## config.mk

```make
export PLATFORM = sky130hd
export DESIGN_NAME = instr_fetch_unit_flat
export DESIGN_NICKNAME = d
export VERILOG_FILES = /design/src/rtl/cpu_fetch_pkg.sv /design/src/rtl/instr_fetch_unit_if.sv /design/src/rtl/fetch_timeout_ctr.sv /design/src/rtl/instr_fetch_unit.sv /design/src/flat_wrapper.sv
export SDC_FILE = /design/constraint.sdc
export NUM_CORES = 1
export LEC_CHECK = 0
export CAP_MARGIN = 30
export CORE_ASPECT_RATIO = 1.2
export CORE_MARGIN = 1.5
export CORE_UTILIZATION = 34
export CTS_CLUSTER_DIAMETER = 150
export CTS_CLUSTER_SIZE = 14
export DETAILED_ROUTE_END_ITERATION = 16
export PLACE_DENSITY = 0.64
export SLEW_MARGIN = 20
export SYNTH_ARGS = -nofsm -noshare
export SYNTH_HDL_FRONTEND = slang
export SYNTH_HIERARCHICAL = 1
export SYNTH_SLANG_ARGS = --single-unit
```

## constraint.sdc

```tcl
create_clock -name clock -period 5.1 [get_ports clock]
set_input_delay 1.02 -clock clock [delete_from_list [all_inputs] [get_ports clock]]
set_output_delay 1.02 -clock clock [all_outputs]
set_load 0.03 [all_outputs]
```

## src/rtl/cpu_fetch_pkg.sv

```systemverilog
// Shared fetch-stage types and constants for the multicycle CPU datapath.
package cpu_fetch_pkg;

  typedef enum logic [1:0] {
    IDLE,
    REQ,
    WAIT,
    HOLD
  } fetch_state_t;

  localparam logic [31:0] NOP_INSTR   = 32'h0000_0013;
  localparam int unsigned FETCH_CNT_W = 16;

  function automatic logic pc_misaligned(input logic [1:0] pc_lsb);
    return pc_lsb != 2'b00;
  endfunction

endpackage

```

## src/rtl/instr_fetch_unit_if.sv

```systemverilog
// PC-in / memory / decode-out signal bundle of the instruction fetch unit.
// master: fetch unit side; slave: PC producer, memory and decode side.
interface instr_fetch_unit_if
  import cpu_fetch_pkg::*;
#(
  parameter int unsigned PC_W   = 8,
  parameter int unsigned DATA_W = 32
) ();

  logic [PC_W-1:0]        pc;
  logic                   pc_strobe;
  logic                   pc_ready;
  logic                   mem_req;
  logic [PC_W-3:0]        mem_addr;
  logic                   mem_gnt;
  logic                   mem_rvalid;
  logic [DATA_W-1:0]      mem_rdata;
  logic [DATA_W-1:0]      instr;
  logic                   instr_valid;
  logic                   instr_ready;
  logic                   instr_err;
  logic [FETCH_CNT_W-1:0] fetch_count;

  modport master (
    input  pc, pc_strobe, mem_gnt, mem_rvalid, mem_rdata, instr_ready,
    output pc_ready, mem_req, mem_addr, instr, instr_valid, instr_err, fetch_count
  );

  modport slave (
    output pc, pc_strobe, mem_gnt, mem_rvalid, mem_rdata, instr_ready,
    input  pc_ready, mem_req, mem_addr, instr, instr_valid, instr_err, fetch_count
  );

endinterface

```

## src/rtl/fetch_timeout_ctr.sv

```systemverilog
// WAIT-state cycle counter; expired_o flags the last permitted WAIT cycle.
module fetch_timeout_ctr #(
  parameter int unsigned Timeout = 16
) (
  input  logic clk_i,
  input  logic rst_ni,
  input  logic load_i,
  input  logic enable_i,
  output logic expired_o
);

  localparam int unsigned CntW = $clog2(Timeout + 1);

  logic [CntW-1:0] cnt_q, cnt_d;

  always_comb begin
    cnt_d = cnt_q;
    if (load_i) begin
      cnt_d = '0;
    end else if (enable_i) begin
      cnt_d = cnt_q + CntW'(1);
    end
  end

  // Counts completed WAIT cycles, so Timeout-1 means this is the Timeout-th one.
  assign expired_o = enable_i && (cnt_q == CntW'(Timeout - 1));

  always_ff @(posedge clk_i or negedge rst_ni) begin
    if (!rst_ni) begin
      cnt_q <= '0;
    end else begin
      cnt_q <= cnt_d;
    end
  end

endmodule

```

## src/rtl/instr_fetch_unit.sv

```systemverilog
// Instruction fetch unit: accepts a PC, performs one req/gnt/rvalid memory read and holds
// the word for decode. Optional WAIT timeout enabled by defining FETCH_TIMEOUT_EN.
module instr_fetch_unit
  import cpu_fetch_pkg::*;
#(
  parameter int unsigned PC_W      = 8,
  parameter int unsigned DATA_W    = 32,
  parameter logic [DATA_W-1:0] NOP_INSTR = DATA_W'(cpu_fetch_pkg::NOP_INSTR)
`ifdef FETCH_TIMEOUT_EN
  ,
  parameter int unsigned TIMEOUT   = 16
`endif
) (
  input logic               clock,
  input logic               reset,
  instr_fetch_unit_if.master bus
);

  fetch_state_t           state_q, state_d;
  logic                   mem_req_q, mem_req_d;
  logic [PC_W-3:0]        mem_addr_q, mem_addr_d;
  logic [DATA_W-1:0]      instr_q, instr_d;
  logic                   instr_valid_q, instr_valid_d;
  logic                   instr_err_q, instr_err_d;
  logic [FETCH_CNT_W-1:0] fetch_count_q, fetch_count_d;
  logic                   wait_expired;

`ifdef FETCH_TIMEOUT_EN
  fetch_timeout_ctr #(
    .Timeout (TIMEOUT)
  ) u_timeout (
    .clk_i     (clock),
    .rst_ni    (reset),
    .load_i    (state_q == REQ && bus.mem_gnt),
    .enable_i  (state_q == WAIT),
    .expired_o (wait_expired)
  );
`else
  assign wait_expired = 1'b0;
`endif

  always_comb begin
    state_d       = state_q;
    mem_req_d     = mem_req_q;
    mem_addr_d    = mem_addr_q;
    instr_d       = instr_q;
    instr_valid_d = instr_valid_q;
    instr_err_d   = instr_err_q;
    fetch_count_d = fetch_count_q;

    unique case (state_q)
      IDLE: begin
        if (bus.pc_strobe) begin
          if (pc_misaligned(bus.pc[1:0])) begin
            state_d       = HOLD;
            instr_d       = NOP_INSTR;
            instr_err_d   = 1'b1;
            instr_valid_d = 1'b1;
          end else begin
            state_d    = REQ;
            mem_req_d  = 1'b1;
            mem_addr_d = bus.pc[PC_W-1:2];
          end
        end
      end
      REQ: begin
        if (bus.mem_gnt) begin
          state_d   = WAIT;
          mem_req_d = 1'b0;
        end
      end
      WAIT: begin
        // Data beats the timeout when both land on the same cycle.
        if (bus.mem_rvalid) begin
          state_d       = HOLD;
          instr_d       = bus.mem_rdata;
          instr_err_d   = 1'b0;
          instr_valid_d = 1'b1;
        end else if (wait_expired) begin
          state_d       = HOLD;
          instr_d       = NOP_INSTR;
          instr_err_d   = 1'b1;
          instr_valid_d = 1'b1;
        end
      end
      HOLD: begin
        if (bus.instr_ready) begin
          state_d       = IDLE;
          instr_valid_d = 1'b0;
          fetch_count_d = fetch_count_q + FETCH_CNT_W'(1);
        end
      end
    endcase
  end

  always_ff @(posedge clock or negedge reset) begin
    if (!reset) begin
      state_q       <= IDLE;
      mem_req_q     <= 1'b0;
      mem_addr_q    <= '0;
      instr_q       <= '0;
      instr_valid_q <= 1'b0;
      instr_err_q   <= 1'b0;
      fetch_count_q <= '0;
    end else begin
      state_q       <= state_d;
      mem_req_q     <= mem_req_d;
      mem_addr_q    <= mem_addr_d;
      instr_q       <= instr_d;
      instr_valid_q <= instr_valid_d;
      instr_err_q   <= instr_err_d;
      fetch_count_q <= fetch_count_d;
    end
  end

  assign bus.pc_ready    = (state_q == IDLE);
  assign bus.mem_req     = mem_req_q;
  assign bus.mem_addr    = mem_addr_q;
  assign bus.instr       = instr_q;
  assign bus.instr_valid = instr_valid_q;
  assign bus.instr_err   = instr_err_q;
  assign bus.fetch_count = fetch_count_q;

endmodule

```

## src/flat_wrapper.sv

```systemverilog
// flat-port wrapper written by rule: the top's interface ports become plain ports
module instr_fetch_unit_flat import cpu_fetch_pkg::*;
#(
  parameter int unsigned PC_W      = 8,
  parameter int unsigned DATA_W    = 32,
  parameter logic [DATA_W-1:0] NOP_INSTR = DATA_W'(cpu_fetch_pkg::NOP_INSTR)

)
  (clock, reset, bus_pc, bus_pc_strobe, bus_mem_gnt, bus_mem_rvalid, bus_mem_rdata, bus_instr_ready, bus_pc_ready, bus_mem_req, bus_mem_addr, bus_instr, bus_instr_valid, bus_instr_err, bus_fetch_count);
  instr_fetch_unit_if #(.PC_W(PC_W), .DATA_W(DATA_W)) bus_i ();
  input logic clock;
  input logic reset;
  input wire logic [$bits(bus_i.pc)-1:0] bus_pc;
  input wire logic [$bits(bus_i.pc_strobe)-1:0] bus_pc_strobe;
  input wire logic [$bits(bus_i.mem_gnt)-1:0] bus_mem_gnt;
  input wire logic [$bits(bus_i.mem_rvalid)-1:0] bus_mem_rvalid;
  input wire logic [$bits(bus_i.mem_rdata)-1:0] bus_mem_rdata;
  input wire logic [$bits(bus_i.instr_ready)-1:0] bus_instr_ready;
  output wire logic [$bits(bus_i.pc_ready)-1:0] bus_pc_ready;
  output wire logic [$bits(bus_i.mem_req)-1:0] bus_mem_req;
  output wire logic [$bits(bus_i.mem_addr)-1:0] bus_mem_addr;
  output wire logic [$bits(bus_i.instr)-1:0] bus_instr;
  output wire logic [$bits(bus_i.instr_valid)-1:0] bus_instr_valid;
  output wire logic [$bits(bus_i.instr_err)-1:0] bus_instr_err;
  output wire logic [$bits(bus_i.fetch_count)-1:0] bus_fetch_count;
  assign bus_i.pc = bus_pc;
  assign bus_i.pc_strobe = bus_pc_strobe;
  assign bus_i.mem_gnt = bus_mem_gnt;
  assign bus_i.mem_rvalid = bus_mem_rvalid;
  assign bus_i.mem_rdata = bus_mem_rdata;
  assign bus_i.instr_ready = bus_instr_ready;
  assign bus_pc_ready = bus_i.pc_ready;
  assign bus_mem_req = bus_i.mem_req;
  assign bus_mem_addr = bus_i.mem_addr;
  assign bus_instr = bus_i.instr;
  assign bus_instr_valid = bus_i.instr_valid;
  assign bus_instr_err = bus_i.instr_err;
  assign bus_fetch_count = bus_i.fetch_count;
  instr_fetch_unit #(.PC_W(PC_W), .DATA_W(DATA_W), .NOP_INSTR(NOP_INSTR)) u_core (.clock(clock), .reset(reset), .bus(bus_i));
endmodule
```

; Word-level counts from Yosys, hierarchy flattened
; Cells that the tools add are included.
[classes]
n_reduce_logical = 11
n_mux = 21
eq_ne = 9
addsub = 1
bitwise = 1
[op_table]
columns = operator, n
row1 = 32-bit two-way mux, 3
row2 = 32-bit one-hot mux with 2 select lines, 1
row3 = 16-bit by 1-bit adder with 16-bit output (second input constant), 1
row4 = 4-bit AND reduction, 3
row5 = 2-bit two-way mux, 5
row6 = 2-bit inequality test (second input constant), 5
row7 = 1-bit two-way mux, 8
row8 = 2-bit one-hot mux with 4 select lines, 1
row9 = 2-bit nonzero test, 3
row10 = 5-bit AND reduction, 1
row11 = 2-bit == test (second input constant), 2
row12 = 1-bit one-hot mux with 2 select lines, 2
row13 = 1-bit one-hot mux with 3 select lines, 1
row14 = 3-bit AND reduction, 1
row15 = 3-bit nonzero test, 1
row16 = 2-bit by 1-bit == test with 1-bit output (second input constant), 1
row17 = 2-bit logical NOT, 1
row18 = 2-bit by 1-bit inequality test with 1-bit output (second input constant), 1
row19 = 2-bit AND reduction, 1
row20 = 1-bit inverter, 1
[word_totals]
word_cells = 50
output_inout_bits = 58
input_bits = 46
regBits = 59

; Depth between registers and ports, before layout
[logic_depth]
depth_word = 4
mapped_depth = 9
ltp_nobuf = 6

; Worst setup path before layout
; OpenSTA, ideal clock, no wires.
[synth_timing]
path_type = register -> output
from = register u_core.state_q[0]
to = output port bus_pc_ready
path_stages_with_launch = 3
n_path_buf = 0
t_required_ps = 4080
arrival_time_ps = 907
setup_slack_ps = 3173
path_cell_list = dfrtp_1 inv_1 ha_1
[synth_via]
elab_chain_cells = 1
[synth_lines]
columns = element, line_no
row1 = start: declaration, instr_fetch_unit.sv:19  ; fetch_state_t state_q, state_d;
row2 = start signal: assignment, instr_fetch_unit.sv:106  ; state_q <= state_d;
row3 = 2-bit logical NOT, instr_fetch_unit.sv:116  ; assign bus.pc_ready = (state_q == IDLE);
row4 = end: declaration, flat_wrapper.sv:19  ; output wire logic [$bits(bus_i.pc_ready)-1:0] bus_pc_ready;
; No other way between the ends.

; Worst setup path after layout
; Same ends and word-level chain as after synthesis.

==> flow_summary_export.csv <==
group,metric,value,unit
outcome,outcome,"complete, no violations",
yosys,synth_top_cell_area_share,56.8,%
sta,hold_viol,0,
yosys,synthesis.nets,304,
global_route,grt_antenna_before_repair,0,
yosys,yosys.area_share.adder,3.37,%
yosys,synth_top_family_by_area,"simple AND/OR/NAND/NOR gates",
yosys,synthSimpleGateAreaFrac,17.0,%
clock_tree,cell_at_the_root_of_the_clock_tree,"sky130_fd_sc_hd__clkbuf_8",
yosys,synth_warnings,6,
clock_tree,cts-buffers-inserted,9,
clock_tree,clk_transition_reported_paths,0.07,ns
power,p_leak,1.64,nW
critical_path,cp-startpoint,"u_core/state_q[0]$_DFFE_PN0P_",
yosys,netlist_top_cells_area,"sky130_fd_sc_hd__dfrtp_1 57%, sky130_fd_sc_hd__nand2_1 10%, sky130_fd_sc_hd__o21ai_1 5.8%",
floorplan,floorplan.initialDensity,35.5,%
final_layout,register_area,1480,um^2
critical_path,critical_path_peak_fanout,6,
critical_path,critical_path_sink_type,"primary output",
sta,final.setup_skew,0.00882,ns
yosys,synth.area.mux_share,4.67,%
final_layout,finish.net_count,409,
sta,worstMarginPinSlew,0.758,ns
yosys,yosys_register_bits,59,
sta,finalCriticalPeriod,2.88,ns
yosys,synth.yosys.seq_area_share,56.8,%
clock_tree,clkLatencyLatePin,0.34,ns
sta,worst_hold_slack,0.475,ns
critical_path,crit_path_top_delay_cell,"sky130_fd_sc_hd__clkdlybuf4s50_1",
yosys,post_synth_xor_area_fraction,5.06,%
drt,routed_wl,5700,um
yosys,post_synth_num_cell_types,32,
floorplan,chipHeight,98.7,um
placed_design,placement.io_buffers,103,
sta,slew_violations,0,
yosys,syn-cell-area,2600,um^2
critical_path,cpLargestDelayFamily,"buffers and inverters",
hold_path,worst_hold_path_type,"register to register",
clock_tree,post_cts_resized,0,
clock_tree,hold_fix_buffer_count_after_cts,0,
critical_path,worstReg2RegStart,"u_core/state_q[0]$_DFFE_PN0P_",
clock_tree,clock_sink_count,59,
critical_path,setup.worst_path.class,"register to primary output",
yosys,mapped_avg_cell_area,10.3,um^2
final_layout,antenna-diode-count,0,
yosys,fraction_of_the_mapped_netlist_area_in_compound_gates,8.53,%
floorplan,num_rows,34,
power,power.density_cell_area,556,nW/um^2
sta,rsz0062_at_grt,"false",
sta,final_min_period_over_clock_period,56.6,%
sta,finalSetupViolCount,0,
final_layout,multi_input_comb_area,1000,um^2
final_layout,area.growth.synth_to_final,49.4,%
power,vdd_ir_drop_max,0.299,mV
yosys,cell_taking_the_most_area_after_synthesis,"sky130_fd_sc_hd__dfrtp_1",
floorplan,core_region_area,7320,um^2
critical_path,worst-endpoint-arrival,1.86,ns
drt,drt_first_iter_violations,56,
global_route,grt_overflow_total,0,
drt,detailroute.via_count,2074,
final_layout,final_cell_mix,"102 x sky130_fd_sc_hd__clkdlybuf4s50_1, 70 x sky130_fd_sc_hd__nand2_1, 59 x sky130_fd_sc_hd__dfrtp_1",
floorplan,die_w,82.8,um
placed_design,gp_congestion,0.781,
final_layout,instances_no_fill,451,
clock_tree,maximum_buffer_depth_of_the_clock_tree,2,
sta,setup-tns-final,0,ns
critical_path,max_stage_delay,0.71,ns
floorplan,full_die_area,8180,um^2
clock_tree,ctsHtreeMaxLevel,3,
global_route,pin_count_of_the_biggest_net_entering_global_routing,65,
placed_design,placed_cells,434,
final_layout,fill_cells,683,
yosys,synth_cells,251,
critical_path,timing.critical_path.cells,"inv_1 -> ha_1 -> clkdlybuf4s50_1",
hold_path,min-delay-start,"u_core/bus.fetch_count[15]$_DFFE_PN0P_",
critical_path,start_kind,"register",
clock_tree,post-cts-setup-buffer-count,0,
final_layout,final_common_cell,"sky130_fd_sc_hd__clkdlybuf4s50_1",
sta,fmax,347,MHz
critical_path,cp.required,4.08,ns
global_route,grt_pass1_wl,9420,um
critical_path,worst-path-buf-inv,2,
global_route,vias_in_the_first_global_route,1979,
clock_tree,cts_tree,"yes",
drt,antenna_left,0,
drt,detailed_route_vias_per_instance,4.60,
floorplan,io_pins,104,
drt,drt_drc_violations_left,0,
job,drv.max_cap_violation_count,0,
drt,drt_first_pass_iters,4,
sta,max_slew_margin_vs_limit,49.4,%
global_route,globalRouteTotalUtil,15.3,%
final_layout,fraction_of_final_layout_cells_sized_beyond_drive_strength_1,8.86,%
drt,detail_route.wl_per_cell,12.6,um
placed_design,place.detailed.hpwl,3940,um
routing by layer:
layer | GRT usage [%] | routed length (um) | vias to the layer above
li1 | - | - | 1042
met1 | 18.7 | 2450 | 963
met2 | 23.7 | 2740 | 65
met3 | 5.74 | 448 | 4
met4 | 6.54 | 65 | 0
met5 | 0 | 0 | -
layout make-up:
| class | count | share of cell area [%] |
|---|---|---|
| sequential | 59 | 38.1 |
| clock inverter | 6 | 1.68 |
| clock buffer | 10 | 3.55 |
| inverter | 6 | 0.580 |
| tap | 90 | 2.90 |
| timing repair buffer | 106 | 27.3 |
| multi-input combinational | 174 | 25.9 |
metrics by stage:
stage | worst slack [ns] | utilization [%] | instance area (um^2) | power (mW)
3_3_place_gp | 2.22 | 50.0 | 3660 | 1.71
4_1_cts | 2.19 | 52.8 | 3860 | 2.17
3_5_place_dp | 2.18 | 50.0 | 3660 | 1.73
6_report | 2.22 | 53.0 | 3880 | 2.16
5_1_grt | 2.10 | 53.0 | 3880 | 2.32
2_1_floorplan | 3.17 | - | 2600 | 1.40
registers in the layout (all words and copies together) (netlist names):
signal,cells
u_core/bus.fetch_count,16
u_core/bus.instr,32
u_core/bus.instr_err,1
u_core/bus.instr_valid,1
u_core/bus.mem_addr,6
u_core/bus.mem_req,1
u_core/state_q,2
cells in the mapped netlist (all sizes together):
| library cell | count |
|---|---|
| clkbuf | 3 |
| buf | 9 |
| a211oi | 1 |
| nor3b | 1 |
| a22o | 1 |
| nand2 | 70 |
| nand3b | 1 |
| a21oi | 2 |
| and3 | 1 |
| dfrtp | 59 |
| o221ai | 1 |
| or3b | 1 |
| inv | 6 |
| nand4 | 6 |
| xor2 | 2 |
| and2 | 1 |
| nand2b | 1 |
| nor2 | 8 |
| nor2b | 3 |
| nand3 | 5 |
| and4 | 2 |
| mux2 | 9 |
| o2bb2ai | 1 |
| ha | 7 |
| xnor2 | 13 |
| a21o | 1 |
| mux2i | 2 |
| o21ai | 34 |
logic make-up (layout without fill, tap and decap cells):
| kind of cell | after synthesis | in the layout |
|---|---|---|
| AO/OA/AOI/OAI | 41 | 41 |
| XOR/XNOR | 15 | 15 |
| adder cells (fa/ha/maj) | 7 | 7 |
| buffers and inverters | 18 | 128 |
| flip-flops | 59 | 59 |
| multiplexers | 11 | 11 |
| AND/OR/NAND/NOR | 100 | 100 |
path summary, 6_finish.rpt:
| check | to | slack (ns) | cells after the start |
|---|---|---|---|
| max | bus_pc_ready | 2.22 | 3 |
| min | u_core/bus.fetch_count[15]$_DFFE_PN0P_ | 0.48 | 1 |
| max reg2reg | u_core/bus.instr_valid$_DFFE_PN0P_ | 3.10 | 7 |
| min reg2reg | u_core/bus.fetch_count[15]$_DFFE_PN0P_ | 0.48 | 1 |
| max in group asynchronous | u_core/bus.instr[17]$_DFFE_PN0P_ | 3.76 | 2 |
| min in group asynchronous | u_core/bus.fetch_count[13]$_DFFE_PN0P_ | 0.84 | 2 |
power by group:
group          total, mW  switching, mW  internal [mW]
sequential         0.694         0.0876          0.606
clock              0.427          0.189          0.238
combinational       1.04          0.607          0.429
No activity file was read; power rests on OpenSTA's default activity.
